==> src/rtl/reg_dump_reader.sv <==
// Trace-side register-file dump engine: on start, streams PC, instruction and
// x0..x31 as 34 valid/ready records while stalling the core through hold.
module reg_dump_reader #(
    parameter int ARCH_WIDTH  = 64,
    parameter int INSTR_WIDTH = 32,
    parameter int PC_WIDTH    = 64
) (
    input  logic                   clk,
    input  logic                   rst,
    input  logic                   start,
    input  logic [PC_WIDTH-1:0]    pc_in,
    input  logic [INSTR_WIDTH-1:0] instr_in,
    input  logic                   wb_we,
    input  logic [4:0]             wb_rd,
    input  logic [ARCH_WIDTH-1:0]  wb_data,
    output logic [4:0]             rf_addr,
    input  logic [ARCH_WIDTH-1:0]  rf_data,
    output logic                   hold,
    output logic                   out_valid,
    input  logic                   out_ready,
    output logic [1:0]             out_kind,
    output logic [4:0]             out_idx,
    output logic [ARCH_WIDTH-1:0]  out_data,
    output logic                   out_last,
    output logic                   done,
    output logic                   overrun,
    output logic                   wb_err
);

    typedef enum logic [2:0] {S_IDLE, S_PC, S_INSTR, S_REGS, S_FIN} state_t;

    localparam logic [1:0] KIND_PC    = 2'd0;
    localparam logic [1:0] KIND_INSTR = 2'd1;
    localparam logic [1:0] KIND_REG   = 2'd2;

    state_t                  state, state_nx;
    logic [INSTR_WIDTH-1:0]  instr_q;
    logic                    pend_v;
    logic [4:0]              pend_rd;
    logic [ARCH_WIDTH-1:0]   pend_data;
    logic [4:0]              next_idx;
    logic                    fire;
    logic                    busy;
    logic                    load_reg;
    logic [ARCH_WIDTH-1:0]   reg_value;

    assign fire     = out_valid && out_ready;
    assign busy     = (state != S_IDLE);
    assign load_reg = fire && ((state == S_INSTR) ||
                               ((state == S_REGS) && (out_idx != 5'd31)));
    assign rf_addr  = next_idx;

    // A write captured on the start cycle has not reached reg_file yet, so it
    // is forwarded here instead of the stale rf_data.
    always_comb begin
        reg_value = rf_data;
        if (next_idx == 5'd0)
            reg_value = '0;
        else if (pend_v && (next_idx == pend_rd))
            reg_value = pend_data;
    end

    always_ff @(posedge clk or posedge rst) begin
        if (rst) state <= S_IDLE;
        else     state <= state_nx;
    end

    // NOTE: next-state gets a default before the case so no path infers a latch.
    always_comb begin
        state_nx = state;
        case (state)
            S_IDLE:  if (start) state_nx = S_PC;
            S_PC:    if (fire) state_nx = S_INSTR;
            S_INSTR: if (fire) state_nx = S_REGS;
            S_REGS:  if (fire && (out_idx == 5'd31)) state_nx = S_FIN;
            S_FIN:   state_nx = S_IDLE;
            default: state_nx = S_IDLE;
        endcase
    end

    always_ff @(posedge clk or posedge rst) begin
        if (rst) begin
            overrun <= 1'b0;
            wb_err  <= 1'b0;
        end else begin
            if (start && busy) overrun <= 1'b1;
            if (wb_we && busy) wb_err  <= 1'b1;
        end
    end

    // NOTE: output stream registers only move on a handshake, which keeps the
    // payload stable under backpressure.
    always_ff @(posedge clk or posedge rst) begin
        if (rst) begin
            out_valid <= 1'b0;
            out_kind  <= KIND_PC;
            out_idx   <= '0;
            out_data  <= '0;
            out_last  <= 1'b0;
            done      <= 1'b0;
            hold      <= 1'b0;
            instr_q   <= '0;
            next_idx  <= '0;
            pend_v    <= 1'b0;
            pend_rd   <= '0;
            pend_data <= '0;
        end else begin
            done <= 1'b0;
            case (state)
                S_IDLE: begin
                    if (start) begin
                        out_valid <= 1'b1;
                        out_kind  <= KIND_PC;
                        out_idx   <= '0;
                        out_data  <= ARCH_WIDTH'(pc_in);
                        out_last  <= 1'b0;
                        hold      <= 1'b1;
                        instr_q   <= instr_in;
                        next_idx  <= '0;
                        pend_v    <= wb_we && (wb_rd != 5'd0);
                        pend_rd   <= wb_rd;
                        pend_data <= wb_data;
                    end
                end
                S_PC: begin
                    if (fire) begin
                        out_kind <= KIND_INSTR;
                        out_data <= ARCH_WIDTH'(instr_q);
                    end
                end
                S_INSTR, S_REGS: begin
                    if (load_reg) begin
                        out_kind <= KIND_REG;
                        out_idx  <= next_idx;
                        out_data <= reg_value;
                        out_last <= (next_idx == 5'd31);
                        next_idx <= next_idx + 5'd1;
                    end else if (fire) begin
                        out_valid <= 1'b0;
                        out_kind  <= KIND_PC;
                        out_idx   <= '0;
                        out_data  <= '0;
                        out_last  <= 1'b0;
                        done      <= 1'b1;
                    end
                end
                S_FIN: begin
                    hold   <= 1'b0;
                    pend_v <= 1'b0;
                end
                default: ;
            endcase
        end
    end

endmodule

==> config.mk <==
export PLATFORM = sky130hd
export DESIGN_NAME = reg_dump_reader
export DESIGN_NICKNAME = d
export VERILOG_FILES = /design/src/rtl/reg_dump_reader.sv
export SDC_FILE = /design/constraint.sdc
export NUM_CORES = 1
export LEC_CHECK = 0
export CAP_MARGIN = 20
export CORE_MARGIN = 8
export CORE_UTILIZATION = 47
export CTS_BUF_LIST = sky130_fd_sc_hd__clkbuf_4 sky130_fd_sc_hd__clkbuf_8 sky130_fd_sc_hd__clkbuf_16
export CTS_CLUSTER_DIAMETER = 100
export CTS_CLUSTER_SIZE = 20
export DETAILED_ROUTE_END_ITERATION = 10
export PLACE_DENSITY = 0.8
export SKIP_LAST_GASP = 1
export SYNTH_ARGS = -nofsm -noshare
export SYNTH_HDL_FRONTEND = slang
export SYNTH_SLANG_ARGS = --single-unit
==> constraint.sdc <==
create_clock -name clk -period 7.3 [get_ports clk]
set_input_delay 1.46 -clock clk [delete_from_list [all_inputs] [get_ports clk]]
set_output_delay 1.46 -clock clk [all_outputs]
set_load 0.1 [all_outputs]
# Word level (Yosys, flattened, before mapping)
# Index checks and enable logic that the tools add are counted.
# word_totals
romBits	0
mem_bits_rw	0
register_bits	187
memories	0
output_inout_bits	82
in_bits	234
word_cells	92
latchBits	0
# op_classes
addsub	1
n_mul	0
div_mod_pow	0
n_eq_ne	16
order_cmp	0
muxes	36
n_reduce_logical	24
shift	0
bitwise	0
# ops
cell	count
$mux 64	6
$pmux 64 s3	1
$mux 5	4
$pmux 5 s2	2
$mux 3	4
$ne 2x2->1 const B	6
$pmux 3 s4	1
$reduce_and 4->1	3
$eq 5x5->1 const B	2
$mux 1	9
$logic_and 1x1->1	8
$mux 2	4
$pmux 1 s2	4
$eq 3x2->1 const B	2
$pmux 2 s3	1
$reduce_and 3->1	2
$reduce_bool 3->1	2
$add 5x1->5 const B	1
$eq 5x5->1	1
$logic_not 5->1	1
$ne 5x5->1 const B	1
$reduce_bool 5->1	1
$reduce_and 2->1	2
$reduce_bool 2->1	2
other kinds (7)	7

# Logic depth before layout (Yosys ltp)
# depth
ltp_word	6
ltp_mapped	8
depth_no_buf	6

# Worst setup path before layout
# No wires, ideal clock.
# synth_path
kind	input -> register
start	input start
end	register out_data[32]
path_stages	7
arrival_ps	2687
path_slack_ps	4519
setup_ps	94
n_path_buf	2
required_ps	7206
cell_sequence	nor3b_2 > a31oi_4 > buf_6 > nor2_4 > clkbuf_1 > o21ai_0 > a221oi_2
# synth_between
elab_chain_len	2
# synth_lines
element	line	rtl
from (decl)	10	input logic start,
$ne 2x2->1 (no source line)	n/a	
$reduce_and 4->1 (no source line)	n/a	
to (signal assigned)	115	out_data <= ARCH_WIDTH'(pc_in);
to (signal assigned)	128	out_data <= ARCH_WIDTH'(instr_q);
to (signal assigned)	135	out_data <= reg_value;
to (decl)	23	output logic [ARCH_WIDTH-1:0] out_data,
# No other way between the ends.
# A chain may end at the register's enable or synchronous reset.

# Worst setup path in the final report
# layout_path
start	input start
end	register out_data[60]
# Same word-level chain as after synthesis.

==> metrics.txt <==
# TYPE chip_impl_metric gauge
chip_impl_metric{name="area_growth",unit="%"} 40.0
chip_impl_metric{name="cts_inserted_buffers",unit=""} 17
chip_impl_metric{name="setup-violations-final",unit=""} 0
chip_impl_metric{name="yosys_register_bits",unit=""} 187
chip_impl_metric{name="ctsHoldBuffers",unit=""} 0
chip_impl_metric{name="combPwrFrac",unit=""} 0.078
chip_impl_metric{name="drive_gt1_frac",unit=""} 0.0888
chip_impl_metric{name="synth.distinct_cells",unit=""} 54
chip_impl_metric{name="detail_route.iter0.violations",unit=""} 770
chip_impl_metric{name="cts_setup_buffers",unit=""} 0
chip_impl_metric{name="final_period_minus_worst_setup_slack",unit="ns"} 4.15
chip_impl_metric{name="clock_power_share",unit=""} 0.440
chip_impl_metric{name="timing.critical_path.arrival",unit="ns"} 4.50
chip_impl_metric{name="number_of_failing_hold_endpoints_at_the_final_stage",unit=""} 0
chip_impl_metric{name="post_synth_inst_count",unit=""} 1047
chip_impl_metric{name="drt.antenna.violating_nets",unit=""} 0
chip_impl_metric{name="synth.avg_cell_area",unit="sq um"} 9.13
chip_impl_metric{name="timing.final.max_slew_violations",unit=""} 0
chip_impl_metric{name="viasPerCell",unit=""} 5.94
chip_impl_metric{name="clock_tree.buffer_depth",unit=""} 2
chip_impl_metric{name="number_of_flops_mapped_to_enable_cells_by_yosys",unit=""} 0
chip_impl_metric{name="cts_resized",unit=""} 0
chip_impl_metric{name="power.switching_fraction",unit=""} 0.235
chip_impl_metric{name="global_route.usage.total",unit=""} 0.267
chip_impl_metric{name="global_route_met2_usage",unit=""} 0.419
chip_impl_metric{name="finish.net_count",unit=""} 1542
chip_impl_metric{name="grt_remaining_overflow",unit=""} 0
chip_impl_metric{name="power.density_cell_area",unit="nW/um^2"} 161
chip_impl_metric{name="max_clock_freq",unit="GHz"} 0.241
chip_impl_info{name="setup.worst_path.end_class",value="flip-flop"} 1
chip_impl_info{name="final_common_cell",value="sky130_fd_sc_hd__nand2_1"} 1
chip_impl_metric{name="drv.max_cap_violation_count",unit=""} 0
chip_impl_metric{name="number_of_warnings_printed_during_yosys_synthesis",unit=""} 0
chip_impl_metric{name="power.leakage",unit="nW"} 5.85
chip_impl_metric{name="average_wire_per_standard_cell",unit="um"} 21.3
chip_impl_metric{name="grt_first_pass_wirelength",unit="um"} 52100
chip_impl_metric{name="net_switching_component_of_the_power",unit="mW"} 0.504
chip_impl_info{name="busiest_layer_in_global_routing",value="met2"} 1
chip_impl_info{name="most-common-layout-cells",value="375 x sky130_fd_sc_hd__nand2_1, 315 x sky130_fd_sc_hd__clkdlybuf4s50_1, 186 x sky130_fd_sc_hd__dfrtp_1"} 1
chip_impl_metric{name="die_area",unit="sq um"} 25200
chip_impl_metric{name="layout.cells.non_filler",unit=""} 1591
chip_impl_info{name="timing.setup.critical_path_class",value="in2reg"} 1
chip_impl_metric{name="start_util",unit=""} 0.475
chip_impl_metric{name="crit_fanout",unit=""} 67
chip_impl_metric{name="routed_wirelength",unit="um"} 33900
chip_impl_metric{name="placementRows",unit=""} 52
chip_impl_metric{name="timing.max_slew.rel_slack",unit=""} 0.268
chip_impl_metric{name="dr.pass1.iters",unit=""} 5
chip_impl_metric{name="worst_ir_drop_vdd",unit="uV"} 144
chip_impl_metric{name="maximum_number_of_pins_on_one_net_before_global_route_repair",unit=""} 135
chip_impl_metric{name="chipWidth",unit="um"} 159
chip_impl_metric{name="hpwl",unit="um"} 21800
chip_impl_metric{name="gp_congestion",unit=""} 0.819
chip_impl_metric{name="seq_power_share",unit=""} 0.482
chip_impl_metric{name="clock-sinks",unit=""} 187
chip_impl_metric{name="port_buffers",unit=""} 315
chip_impl_metric{name="p_int",unit="mW"} 1.65
chip_impl_metric{name="h-tree-depth",unit=""} 4
chip_impl_metric{name="design.portCount",unit=""} 316
chip_impl_metric{name="die_h",unit="um"} 159
chip_impl_metric{name="globalRouteMet1Util",unit=""} 0.349
chip_impl_info{name="status",value="finished clean"} 1
chip_impl_info{name="cts_root_buf",value="sky130_fd_sc_hd__clkbuf_16"} 1
chip_impl_metric{name="finalSetupTns",unit="ns"} 0
chip_impl_metric{name="final.setup_skew",unit="ns"} 0.0128
chip_impl_metric{name="placeableCoreArea",unit="sq um"} 20100
chip_impl_metric{name="tightestPinTransition",unit="ns"} 1.10
chip_impl_metric{name="grt_pass1_vias",unit=""} 9327
chip_impl_metric{name="post_synth_arst_share",unit=""} 1.00
chip_impl_info{name="tritoncts",value="done"} 1
chip_impl_metric{name="routed-via-count",unit=""} 9447
chip_impl_metric{name="route.detailed.drc",unit=""} 0
chip_impl_info{name="setup_repair_after_global_routing_missed_its_margin",value="no"} 1
chip_impl_metric{name="syn_area",unit="sq um"} 9560
chip_impl_metric{name="postSynthNetCount",unit=""} 1284
chip_impl_metric{name="clock_transition_time_at_the_flip_flop_clock_pins_of_the_worst_setup_and_hold_paths",unit="ns"} 0.07
chip_impl_metric{name="period_share",unit=""} 0.569
chip_impl_info{name="hold_class",value="reg2reg"} 1
chip_impl_metric{name="worstPathRequired",unit="ns"} 7.64
chip_impl_metric{name="fillers",unit=""} 1638
chip_impl_metric{name="finish.utilization",unit=""} 0.666
chip_impl_metric{name="ys_seq_area_frac",unit=""} 0.490
chip_impl_metric{name="placedCellCount",unit=""} 1556
chip_impl_metric{name="worstSkewPairLatency",unit="ns"} 0.44
chip_impl_info{name="dominant_synthesized_flop_cell",value="sky130_fd_sc_hd__dfrtp_1"} 1
chip_impl_metric{name="antenna_found_initial",unit=""} 4
chip_impl_info{name="timing.critical_path.from_type",value="input port"} 1
chip_impl_metric{name="met3_global_route_usage",unit=""} 0.0586
sequential cells by signal, summed over array words and instances (netlist names), 2 cells and up:
name and flops:
out_data 64, pend_data 64, instr_q 32, out_idx 5
pend_rd 5, rf_addr 5, state 3, out_kind 2
final timing paths:
check                                                 end  slack [ns]                  from  cells after the start
worst min-delay path                   wb_err$_DFFE_PP0P_        0.47    wb_err$_DFFE_PP0P_                      1
worst max-delay path             out_data[60]$_DFFE_PP0P_        3.15                 start                      8
max in group asynchronous         out_data[6]$_DFFE_PP0P_        4.30                   rst                      3
min in group asynchronous       pend_data[55]$_DFFE_PP0P_        1.61                   rst                      2
worst max register to register   out_data[60]$_DFFE_PP0P_        3.49  state[0]$_DFFE_PP0P_                      8
worst min register to register         wb_err$_DFFE_PP0P_        0.47    wb_err$_DFFE_PP0P_                      1
cell families after synthesis:
family	Yosys count	synth area share
fa+ha+maj	3	0.00393
flops	187	0.490
buf+inv	94	0.0436
compound gates	278	0.233
mux	1	0.00105
simple gates	477	0.222
xor+xnor	7	0.00641
routing by layer:
layer,vias up,part of all wire
li1,4271,-
met1,4650,0.41
met2,454,0.47
met3,70,0.084
met4,2,0.034
met5,-,0.00038
cell usage after synthesis, types with 2 or more instances:
library cell | n | area [sq um]
sky130_fd_sc_hd__a21o_1 | 2 | 15.0
sky130_fd_sc_hd__xor2_1 | 6 | 52.6
sky130_fd_sc_hd__buf_2 | 23 | 115
sky130_fd_sc_hd__a21oi_2 | 28 | 245
sky130_fd_sc_hd__nand3_1 | 7 | 35.0
sky130_fd_sc_hd__inv_1 | 5 | 18.8
sky130_fd_sc_hd__or2_2 | 2 | 12.5
sky130_fd_sc_hd__a21oi_1 | 69 | 345
sky130_fd_sc_hd__a21boi_1 | 28 | 210
sky130_fd_sc_hd__buf_1 | 2 | 7.51
sky130_fd_sc_hd__nor3_1 | 3 | 15.0
sky130_fd_sc_hd__or4_1 | 63 | 473
sky130_fd_sc_hd__o221ai_1 | 32 | 280
sky130_fd_sc_hd__a211oi_1 | 2 | 15.0
sky130_fd_sc_hd__and3_1 | 5 | 31.3
sky130_fd_sc_hd__o21ai_0 | 35 | 175
sky130_fd_sc_hd__dfrtp_1 | 187 | 4680
sky130_fd_sc_hd__ha_1 | 3 | 37.5
sky130_fd_sc_hd__nand4_1 | 2 | 12.5
sky130_fd_sc_hd__a221o_1 | 32 | 320
sky130_fd_sc_hd__a221oi_2 | 29 | 435
sky130_fd_sc_hd__clkbuf_1 | 57 | 214
sky130_fd_sc_hd__buf_6 | 4 | 45.0
sky130_fd_sc_hd__nor4_1 | 2 | 12.5
sky130_fd_sc_hd__nor2_1 | 7 | 26.3
sky130_fd_sc_hd__a41oi_1 | 2 | 17.5
sky130_fd_sc_hd__nand2_1 | 376 | 1410
sky130_fd_sc_hd__a21boi_0 | 3 | 22.5
sky130_fd_sc_hd__a32o_1 | 6 | 60.1
critical path, stage by stage:
cell and delay (ns):
sky130_fd_sc_hd__clkdlybuf4s50_1 0.56, sky130_fd_sc_hd__nor3b_2 0.26, sky130_fd_sc_hd__a31oi_4 0.14, sky130_fd_sc_hd__buf_4 0.57, sky130_fd_sc_hd__buf_4 0.70, sky130_fd_sc_hd__a21oi_1 0.21
sky130_fd_sc_hd__a21boi_0 0.20, sky130_fd_sc_hd__a221oi_2 0.26
through the flow:
stage	setup slack, ns	power [mW]	cell area [sq um]	hold WS, ns
2_1_floorplan	0.755	1.09	9560	0.437
3_3_place_gp	2.85	1.23	12800	0.439
3_5_place_dp	2.76	1.23	12800	0.462
4_1_cts	3.24	2.16	13400	0.475
5_1_grt	2.95	2.22	13400	0.496
6_report	3.15	2.15	13400	0.474
cell type report:
cell class              count  area [sq um]  area share
multi-input cells         766          4490       0.336
well taps                 270           338      0.0252
flip-flops and latches    187          4680       0.350
clock inverters            14           154      0.0115
repair buffers            327          3240       0.242
inverters                   6          30.0     0.00224
clock buffers              18           439      0.0328
diodes                      3          7.51    0.000561
power by group through the flow:
stage | clock [mW] | sequential [mW] | combinational [mW]
6_report | 0.945 | 1.04 | 0.169
4_1_cts | 0.958 | 1.04 | 0.170
3_5_place_dp | 0 | 1.06 | 0.169
5_1_grt | 1.00 | 1.04 | 0.181
3_3_place_gp | 0 | 1.06 | 0.169
2_1_floorplan | 0 | 1.06 | 0.0257
Note: power is estimated with default switching activity, not from simulation.
